<file path="src/rtl/adc_trigger_ctrl.sv">
// adc_trigger_ctrl: arms on a hysteresis precondition, fires on a level
// crossing (or software trigger), stretches the capture-start pulse, waits
// for the capture buffer to finish, then applies a holdoff before re-arming.
module adc_trigger_ctrl #(
  parameter int DW        = 14,
  parameter int HOLDOFF_W = 16,
  parameter int PULSE_LEN = 4
) (
  input  logic                 clk,
  input  logic                 rst,
  input  logic [DW-1:0]        adc_i,
  input  logic                 arm_i,
  input  logic [1:0]           mode_i,
  input  logic                 sw_trig_i,
  input  logic [DW-1:0]        level_i,
  input  logic [DW-1:0]        hyst_i,
  input  logic [HOLDOFF_W-1:0] holdoff_i,
  input  logic                 capture_en_i,
  output logic                 trig_o,
  output logic [2:0]           state_o,
  output logic [15:0]          trig_cnt_o
);

  typedef enum logic [2:0] {
    S_IDLE     = 3'd0,
    S_ARMING   = 3'd1,
    S_ARMED    = 3'd2,
    S_FIRE     = 3'd3,
    S_WAIT_CAP = 3'd4,
    S_HOLDOFF  = 3'd5
  } state_e;

  // One guard bit beyond DW+1 keeps level +/- hysteresis exact even when an
  // unsigned hysteresis near full scale is applied to an extreme level.
  localparam int CW = DW + 2;
  localparam int PW = 4;
  localparam logic [PW-1:0] PULSE_LOAD = PW'(PULSE_LEN - 1);

  state_e               state_q, state_d;
  logic [DW-1:0]        adc_q;
  logic [PW-1:0]        pulse_cnt_q, pulse_cnt_d;
  logic [HOLDOFF_W-1:0] hold_cnt_q, hold_cnt_d;
  logic                 seen_hi_q, seen_hi_d;
  logic [15:0]          trig_cnt_q, trig_cnt_d;
  logic                 trig_q, trig_d;

  logic signed [CW-1:0] adc_x, level_x, hyst_x, lo_x, hi_x;
  logic                 arm_cond, fire_cond, fire_entry;

  // Sign-extend the sample and level, zero-extend the hysteresis.
  assign adc_x   = {{2{adc_q[DW-1]}}, adc_q};
  assign level_x = {{2{level_i[DW-1]}}, level_i};
  assign hyst_x  = {2'b00, hyst_i};
  assign lo_x    = level_x - hyst_x;
  assign hi_x    = level_x + hyst_x;

  // Mode-dependent arming precondition and fire condition on adc_q.
  always_comb begin
    arm_cond  = 1'b0;
    fire_cond = 1'b0;
    case (mode_i)
      2'd0: begin
        arm_cond  = (adc_x < lo_x);
        fire_cond = (adc_x >= level_x);
      end
      2'd1: begin
        arm_cond  = (adc_x > hi_x);
        fire_cond = (adc_x <= level_x);
      end
      2'd2: begin
        arm_cond  = 1'b1;
        fire_cond = 1'b1;
      end
      2'd3: begin
        arm_cond  = 1'b1;
        fire_cond = 1'b0;
      end
      default: begin
        arm_cond  = 1'b0;
        fire_cond = 1'b0;
      end
    endcase
  end

  // Next-state logic; disarm outranks any fire request while armed/arming.
  always_comb begin
    state_d = state_q;
    case (state_q)
      S_IDLE: begin
        if (arm_i) state_d = S_ARMING;
        else       state_d = S_IDLE;
      end
      S_ARMING: begin
        if (!arm_i)         state_d = S_IDLE;
        else if (sw_trig_i) state_d = S_FIRE;
        else if (arm_cond)  state_d = S_ARMED;
        else                state_d = S_ARMING;
      end
      S_ARMED: begin
        if (!arm_i)                       state_d = S_IDLE;
        else if (sw_trig_i || fire_cond)  state_d = S_FIRE;
        else                              state_d = S_ARMED;
      end
      S_FIRE: begin
        if (pulse_cnt_q == '0) state_d = S_WAIT_CAP;
        else                   state_d = S_FIRE;
      end
      S_WAIT_CAP: begin
        if (seen_hi_q && !capture_en_i) state_d = S_HOLDOFF;
        else                            state_d = S_WAIT_CAP;
      end
      S_HOLDOFF: begin
        if (hold_cnt_q == '0) begin
          if (arm_i) state_d = S_ARMING;
          else       state_d = S_IDLE;
        end else begin
          state_d = S_HOLDOFF;
        end
      end
      default: state_d = S_IDLE;
    endcase
  end

  assign fire_entry = (state_q != S_FIRE) && (state_d == S_FIRE);

  // Pulse, holdoff, capture-handshake and trigger counters.
  always_comb begin
    pulse_cnt_d = pulse_cnt_q;
    hold_cnt_d  = hold_cnt_q;
    seen_hi_d   = seen_hi_q;
    trig_cnt_d  = trig_cnt_q;
    if (fire_entry) begin
      pulse_cnt_d = PULSE_LOAD;
      trig_cnt_d  = trig_cnt_q + 16'd1;
    end else if ((state_q == S_FIRE) && (pulse_cnt_q != '0)) begin
      pulse_cnt_d = pulse_cnt_q - 4'd1;
    end else begin
      pulse_cnt_d = pulse_cnt_q;
    end
    if ((state_q == S_WAIT_CAP) && (state_d == S_HOLDOFF)) begin
      hold_cnt_d = holdoff_i;
    end else if ((state_q == S_HOLDOFF) && (hold_cnt_q != '0)) begin
      hold_cnt_d = hold_cnt_q - HOLDOFF_W'(1);
    end else begin
      hold_cnt_d = hold_cnt_q;
    end
    // A falling edge only counts after a high level has been seen here.
    if (state_d != S_WAIT_CAP) begin
      seen_hi_d = 1'b0;
    end else if (capture_en_i) begin
      seen_hi_d = 1'b1;
    end else begin
      seen_hi_d = seen_hi_q;
    end
  end

  // Output decode from the next state so trig_o is a clean flop output.
  always_comb begin
    if (state_d == S_FIRE) trig_d = 1'b1;
    else                   trig_d = 1'b0;
  end

  // State and datapath registers; reset clears everything asynchronously.
  always_ff @(posedge clk or posedge rst) begin
    if (rst) begin
      state_q     <= S_IDLE;
      adc_q       <= '0;
      pulse_cnt_q <= '0;
      hold_cnt_q  <= '0;
      seen_hi_q   <= 1'b0;
      trig_cnt_q  <= 16'd0;
      trig_q      <= 1'b0;
    end else begin
      state_q     <= state_d;
      adc_q       <= adc_i;
      pulse_cnt_q <= pulse_cnt_d;
      hold_cnt_q  <= hold_cnt_d;
      seen_hi_q   <= seen_hi_d;
      trig_cnt_q  <= trig_cnt_d;
      trig_q      <= trig_d;
    end
  end

  assign trig_o     = trig_q;
  assign state_o    = state_q;
  assign trig_cnt_o = trig_cnt_q;

endmodule

</file>
<file path="config.mk">
export PLATFORM = sky130hd
export DESIGN_NAME = adc_trigger_ctrl
export DESIGN_NICKNAME = d
export VERILOG_FILES = /design/src/rtl/adc_trigger_ctrl.sv
export SDC_FILE = /design/constraint.sdc
export NUM_CORES = 1
export LEC_CHECK = 0
export CAP_MARGIN = 10
export CORE_UTILIZATION = 51
export CTS_CLUSTER_SIZE = 14
export DETAILED_ROUTE_END_ITERATION = 12
export GPL_TIMING_DRIVEN = 0
export HOLD_SLACK_MARGIN = 0.03
export PLACE_DENSITY = 0.75
export SYNTH_ARGS = -nofsm -noshare
export SYNTH_HDL_FRONTEND = slang
export SYNTH_SLANG_ARGS = --single-unit
</file>
<file path="constraint.sdc">
create_clock -name clk -period 3.9 [get_ports clk]
set_clock_uncertainty 0.2 [all_clocks]
set_input_delay 0.585 -clock clk [delete_from_list [all_inputs] [get_ports clk]]
set_output_delay 0.585 -clock clk [all_outputs]
set_load 0.01 [all_outputs]
</file>
# After elaboration in Yosys (flattened, before gate mapping)
# Index checks and enable logic that the tools add are counted.
# totals
out_inout_bits	20
input_bits	65
word_cells	64
register_bits	55
# op_classes
n_eq_ne	12
order_cmp	4
reduce_logical	17
mux	19
n_addsub	5
# ops
cell	n
$mux W16	2
$pmux W3 S6	1
$add A14 B15 Y16	1
$add A16 B1 Y16 const B	1
$gt A14 B16 Y1	1
$logic_not A16 Y1	1
$lt A14 B16 Y1	1
$reduce_bool A16 Y1	1
$sub A14 B15 Y16	1
$sub A16 B1 Y16 const B	1
$ge A14 B14 Y1	1
$le A14 B14 Y1	1
$eq A3 B2 Y1 const B	3
$eq A3 B3 Y1 const B	3
$mux W2	4
$mux W4	2
$mux W1	6
$mux W3	2
$reduce_bool A2 Y1	3
$logic_and A1 B1 Y1	5
$eq A2 B2 Y1 const B	2
$logic_not A4 Y1	1
$pmux W1 S4	1
$reduce_bool A4 Y1	1
11 further kinds	11

# Logic depth before layout (Yosys ltp)
# depth
ltp_word	10
mapped_depth	24
mapped_depth_nobuf	23

# Worst setup path before layout
# OpenSTA, ideal clock, no wires.
# synth_path
path_type	in2reg
startpoint	in level_i[0]
endpoint	reg trig_cnt_q[1] (netlist: trig_cnt_o[1])
stages	22
setup_time_ns	0.125
t_arrival_ns	4.670
slack_ns	-1.095
n_path_buf	1
required_ns	3.575
cell_sequence	ha_1 > fa_1 > a21oi_1 > o21bai_1 > a21o_1 > a221oi_1 > o41a_1 > a21oi_1 > a21o_1 > a21oi_1 > xnor2_1 > ha_1 > nand3_1 > o311ai_0 > a21oi_1 > a311oi_1 > a2111oi_0 > a21oi_1 > mux2i_1 > o211a_1 > buf_4 > mux2_4
# synth_via
elab_chain_len	9
word_cells_on_any_way	17
classes_between	add/sub: 2; order compare: 4; eq/ne: 1; mux: 8; reduce/logical: 2
# synth_lines
element	line	text
from (decl)	15	input logic [DW-1:0] level_i,
$add A14 B15 Y16 or $sub A14 B15 Y16 (tied branches)	55, 54	
$gt A14 B16 Y1 or $lt A14 B16 Y1 (tied branches)	67, 63	
$pmux W1 S3	61	case (mode_i)
$mux W2	96	else if (arm_cond) state_d = S_ARMED;
$mux W2	95	else if (sw_trig_i) state_d = S_FIRE;
$mux W2	94	if (!arm_i) state_d = S_IDLE;
$pmux W3 S6 *	88	case (state_q)
$eq A3 B2 Y1 *	124	assign fire_entry = (state_q != S_FIRE) && (state_d == S_FIRE);
$logic_and A1 B1 Y1 *	124	
to (signal assigned)	179	trig_cnt_q <= trig_cnt_d;
to (decl)	44	logic [15:0] trig_cnt_q, trig_cnt_d;
# Every way passes the cells marked *; elsewhere a longest branch is shown, timed or not.
# A chain may end at the register's enable or synchronous reset.

# Worst setup path after layout
# layout_path
startpoint	in level_i[4]
endpoint	reg trig_cnt_q[1] (netlist: trig_cnt_o[1])
# The elaborated chain is that of the path after synthesis.

==> results_dict.tcl <==
set metrics [dict create \
    drt-pass1-iter-count 11 \
    tritoncts "built" \
    synth_fp_nets 682 \
    syn_area_per_cell_sq_um 8.84 \
    drive_above_1_share_pct 13.4 \
    hold_slack_ps 275 \
    core_area_sq_um 8850 \
    io_buffers 84 \
    htree_levels 2 \
    relSlewSlack_pct 21.2 \
    grt_overflow 0 \
    max_slew.worst_pin.slew_ps 1170 \
    finalInstanceArea_sq_um 6250 \
    ys_async_sr_fraction_pct 100 \
    drc 1 \
    clk_path_buf_depth 2 \
    rsz0062_at_grt "true" \
    grt_usage_pct 23.7 \
    slew_violations 0 \
    die-width_um 98.5 \
    hold_path_class "register to register" \
    ant_nets 0 \
    dr.first_iter.drc_count 94 \
    clkTransAtPathRegs_ps 110 \
    timing.final.crit_share_pct 125 \
    dp_hpwl_um 8590 \
    ir_drop_mv 0.241 \
    timing.fmax_ghz 0.204 \
    critical_path.most_common_cell "a21oi_2" \
    synth_cells 537 \
    setup_tns_ps -20800 \
    cap_violations 0 \
    wl_per_cell_um 15.0 \
    utilization_pct 70.7 \
    power.density_nw_per_um2 349 \
    ys_ff_latch 55 \
    seq_area_frac_synth_pct 29.0 \
    grt_pass1_vias 4213 \
    path_cells "clkdlybuf4s50_1 -> ha_4 -> inv_2 -> a21o_1 -> a221oi_2 -> o41a_1 -> a21oi_2 -> a21o_1 -> a21oi_2 -> xnor2_1 -> ha_1 -> nand3_2 -> buf_6 -> nor3_4 -> a21boi_2 -> a2111oi_2 -> a21oi_2 -> mux2i_1 -> o211a_1 -> buf_6 -> mux2_4" \
    die_h_um 98.5 \
    failed_checks "design-rule violations, negative setup slack" \
    critPathMaxStageDelay_ps 570 \
    setup.worst_path.start_class "input port" \
    place_area_sq_um 5910 \
    synth_top_area_share_pct 29.0 \
    cts_hold_buffers 0 \
    grt_max_degree 40 \
    fin_cells 749 \
    num-fill-cells 729 \
    ys_warn_count 0 \
    path_class "input port to register" \
    cts_buffers 5 \
    dieArea_sq_um 9700 \
    synth_ff_type "dfrtp_1" \
    multi_input_area_sq_um 3400 \
    synth_edf_count 0 \
    post-route-worst-setup-slack_ps -990 \
    yosys.area.top_type "dfrtp_1" \
    worstPathRequired_ps 3910 \
    outcome "complete, but fails checks" \
    critPathMaxFanout 5 \
    wl_um 11200 \
    clock_latency_ps 320 \
    final.min_clock_period_ps 4890 \
    critical_path.slowest_cell "clkdlybuf4s50_1" \
    setup_viol 24 \
    regArea_sq_um 1380 \
    vias_per_cell 5.61 \
    num_io_pins 85 \
    cts.root.buffer_cell "clkbuf_8" \
    dp_cells 730 \
    p_leak_uw 0.00282 \
    area_growth_pct 31.7 \
    hold_viol 0 \
    finalWeightedCongestion 0.899 \
    synth_cell_type_count 56 \
    start_util_pct 53.7 \
    synth_top_cells_by_area "dfrtp_1 (29%), ha_1 (21%), xnor2_1 (8.5%), inv_1 (4.3%), a21oi_1 (3.7%)" \
    antenna_found_initial 0 \
    grt_first_pass_wirelength_um 18800 \
    synth_area_sq_um 4750 \
    worstPathArrival_ps 4900 \
    worst_setup_path_end_kind "register" \
    rows 34 \
    vias 4203 \
    nNetsFinal 785 \
    insertedDiodeCount 0 \
    cts_sinks 55 \
]
[flip-flops by register name, summed over array words and instances (netlist names)]
| signal | flops |
|---|---|
| state_o | 3 |
| adc_q | 14 |
| pulse_cnt_q | 4 |
| seen_hi_q | 1 |
| trig_cnt_o | 16 |
| trig_o | 1 |
| hold_cnt_q | 16 |
[per-stage QoR]
stage / total power [uW] / worst slack (ps)
CTS: 2180 / -1070
floorplan: 1420 / -811
global route: 2350 / -1270
detailed placement: 1750 / -2230
global placement: 1710 / -2120
finish: 2180 / -990
[critical path, delay by kind of cell]
kind,cells,cell delay [ps]
adders and majority gates,2,560
muxes,2,530
buffers and inverters,4,950
AOI/OAI and AO/OA,10,1840
and+or+nand+nor,2,310
xor gates and xnor gates,1,130
[repair_timing]
action                     4_1_cts  5_1_grt
setup endpoints to repair       24       24
pin swaps                       31       31
cloned                           1        0
gates resized for setup         47       23
setup buffers                   14        4
[final cells by class]
| class | instances | share of cell area, % |
|---|---|---|
| well taps | 108 | 2.16 |
| multi-input cells | 417 | 54.4 |
| clock inverters | 3 | 0.360 |
| inverters | 55 | 3.70 |
| repair buffers | 99 | 15.6 |
| clock buffers | 5 | 1.10 |
| flip-flops and latches | 55 | 22.0 |
| plain buffers | 7 | 0.660 |
[synth_stat cells (2+ instances only)]
master	instances
nor3_1	18
clkbuf_1	7
mux2i_1	2
or3_1	2
nand3_1	12
ha_1	78
o311ai_0	2
o211a_1	2
nor3b_1	5
o21bai_1	2
a21boi_0	3
dfrtp_1	55
xnor2_1	46
and2_1	3
o211ai_1	3
or2_2	2
a211o_1	5
a2111oi_0	3
a21o_1	10
fa_1	2
o21ai_0	23
xor2_1	8
nand2b_1	12
nand4_1	13
o31ai_1	2
o221ai_1	2
nand2_1	39
a221o_1	5
a31oi_1	2
o21a_1	3
nor4_1	4
nor2_1	36
inv_1	55
nor2b_1	10
and3_1	5
a21oi_1	35
a211oi_1	2
[final timing paths]
check | startpoint | slack [ps] | cells past startpoint | to
setup / recovery | level_i[4] | -990 | 21 | trig_cnt_o[1]$_DFFE_PP0P_
hold / removal | trig_cnt_o[15]$_DFFE_PP0P_ | 280 | 1 | trig_cnt_o[15]$_DFFE_PP0P_
setup reg to reg | hold_cnt_q[0]$_DFFE_PP0P_ | 250 | 12 | pulse_cnt_q[1]$_DFFE_PP0P_
hold reg to reg | trig_cnt_o[15]$_DFFE_PP0P_ | 280 | 1 | trig_cnt_o[15]$_DFFE_PP0P_
max in group asynchronous | rst | 2590 | 3 | adc_q[6]$_DFF_PP0_
min in group asynchronous | rst | 370 | 2 | trig_cnt_o[8]$_DFFE_PP0P_
[routing by layer]
layer / global-route usage (%) / vias up / share of wire (%)
met5: 0 / - / 0
met2: 43.3 / 77 / 51
li1: - / 2078 / -
met1: 30.0 / 2035 / 45
met3: 3.33 / 13 / 3.2
met4: 4.82 / 0 / 1.0
[power breakdown]
group	leakage (uW)	switching, uW	internal [uW]
Clock	0.0000489	203	131
Combinational	0.00211	546	543
Sequential	0.000661	100	661
[logic make-up (layout without fill, tap and decap cells)]
| logic type | after synthesis | count (layout) | share of synthesized area [%] |
|---|---|---|---|
| buffers and inverters | 65 | 169 | 5.24 |
| XOR/XNOR | 54 | 54 | 9.96 |
| flip-flops | 55 | 55 | 29.0 |
| multiplexers | 3 | 3 | 0.738 |
| AND/OR/NAND/NOR | 168 | 168 | 18.0 |
| adder cells (fa/ha/maj) | 80 | 80 | 21.4 |
| AO/OA/AOI/OAI | 112 | 112 | 15.7 |
[placed cells by master, fill, tap and decap left out, types with 4 or more instances in the layout]
cell and count:
nand2_1 36, clkbuf_8 5, ha_1 70, and3_1 5
inv_2 5, a211o_1 5, inv_1 48, clkbuf_1 5
xnor2_1 46, nand2b_1 12, dfrtp_1 55, nor4_1 4
nand4_1 13, clkdlybuf4s50_1 75, o21ai_0 19, buf_4 12
a21o_1 10, nor2b_1 9, a221o_1 5, xor2_1 8
a21oi_2 10, nor3b_1 5, buf_6 6, ha_4 7
nor3_1 17, nand3_1 9, nor2_1 35, a21oi_1 25
(Power assumes the default switching activity.)
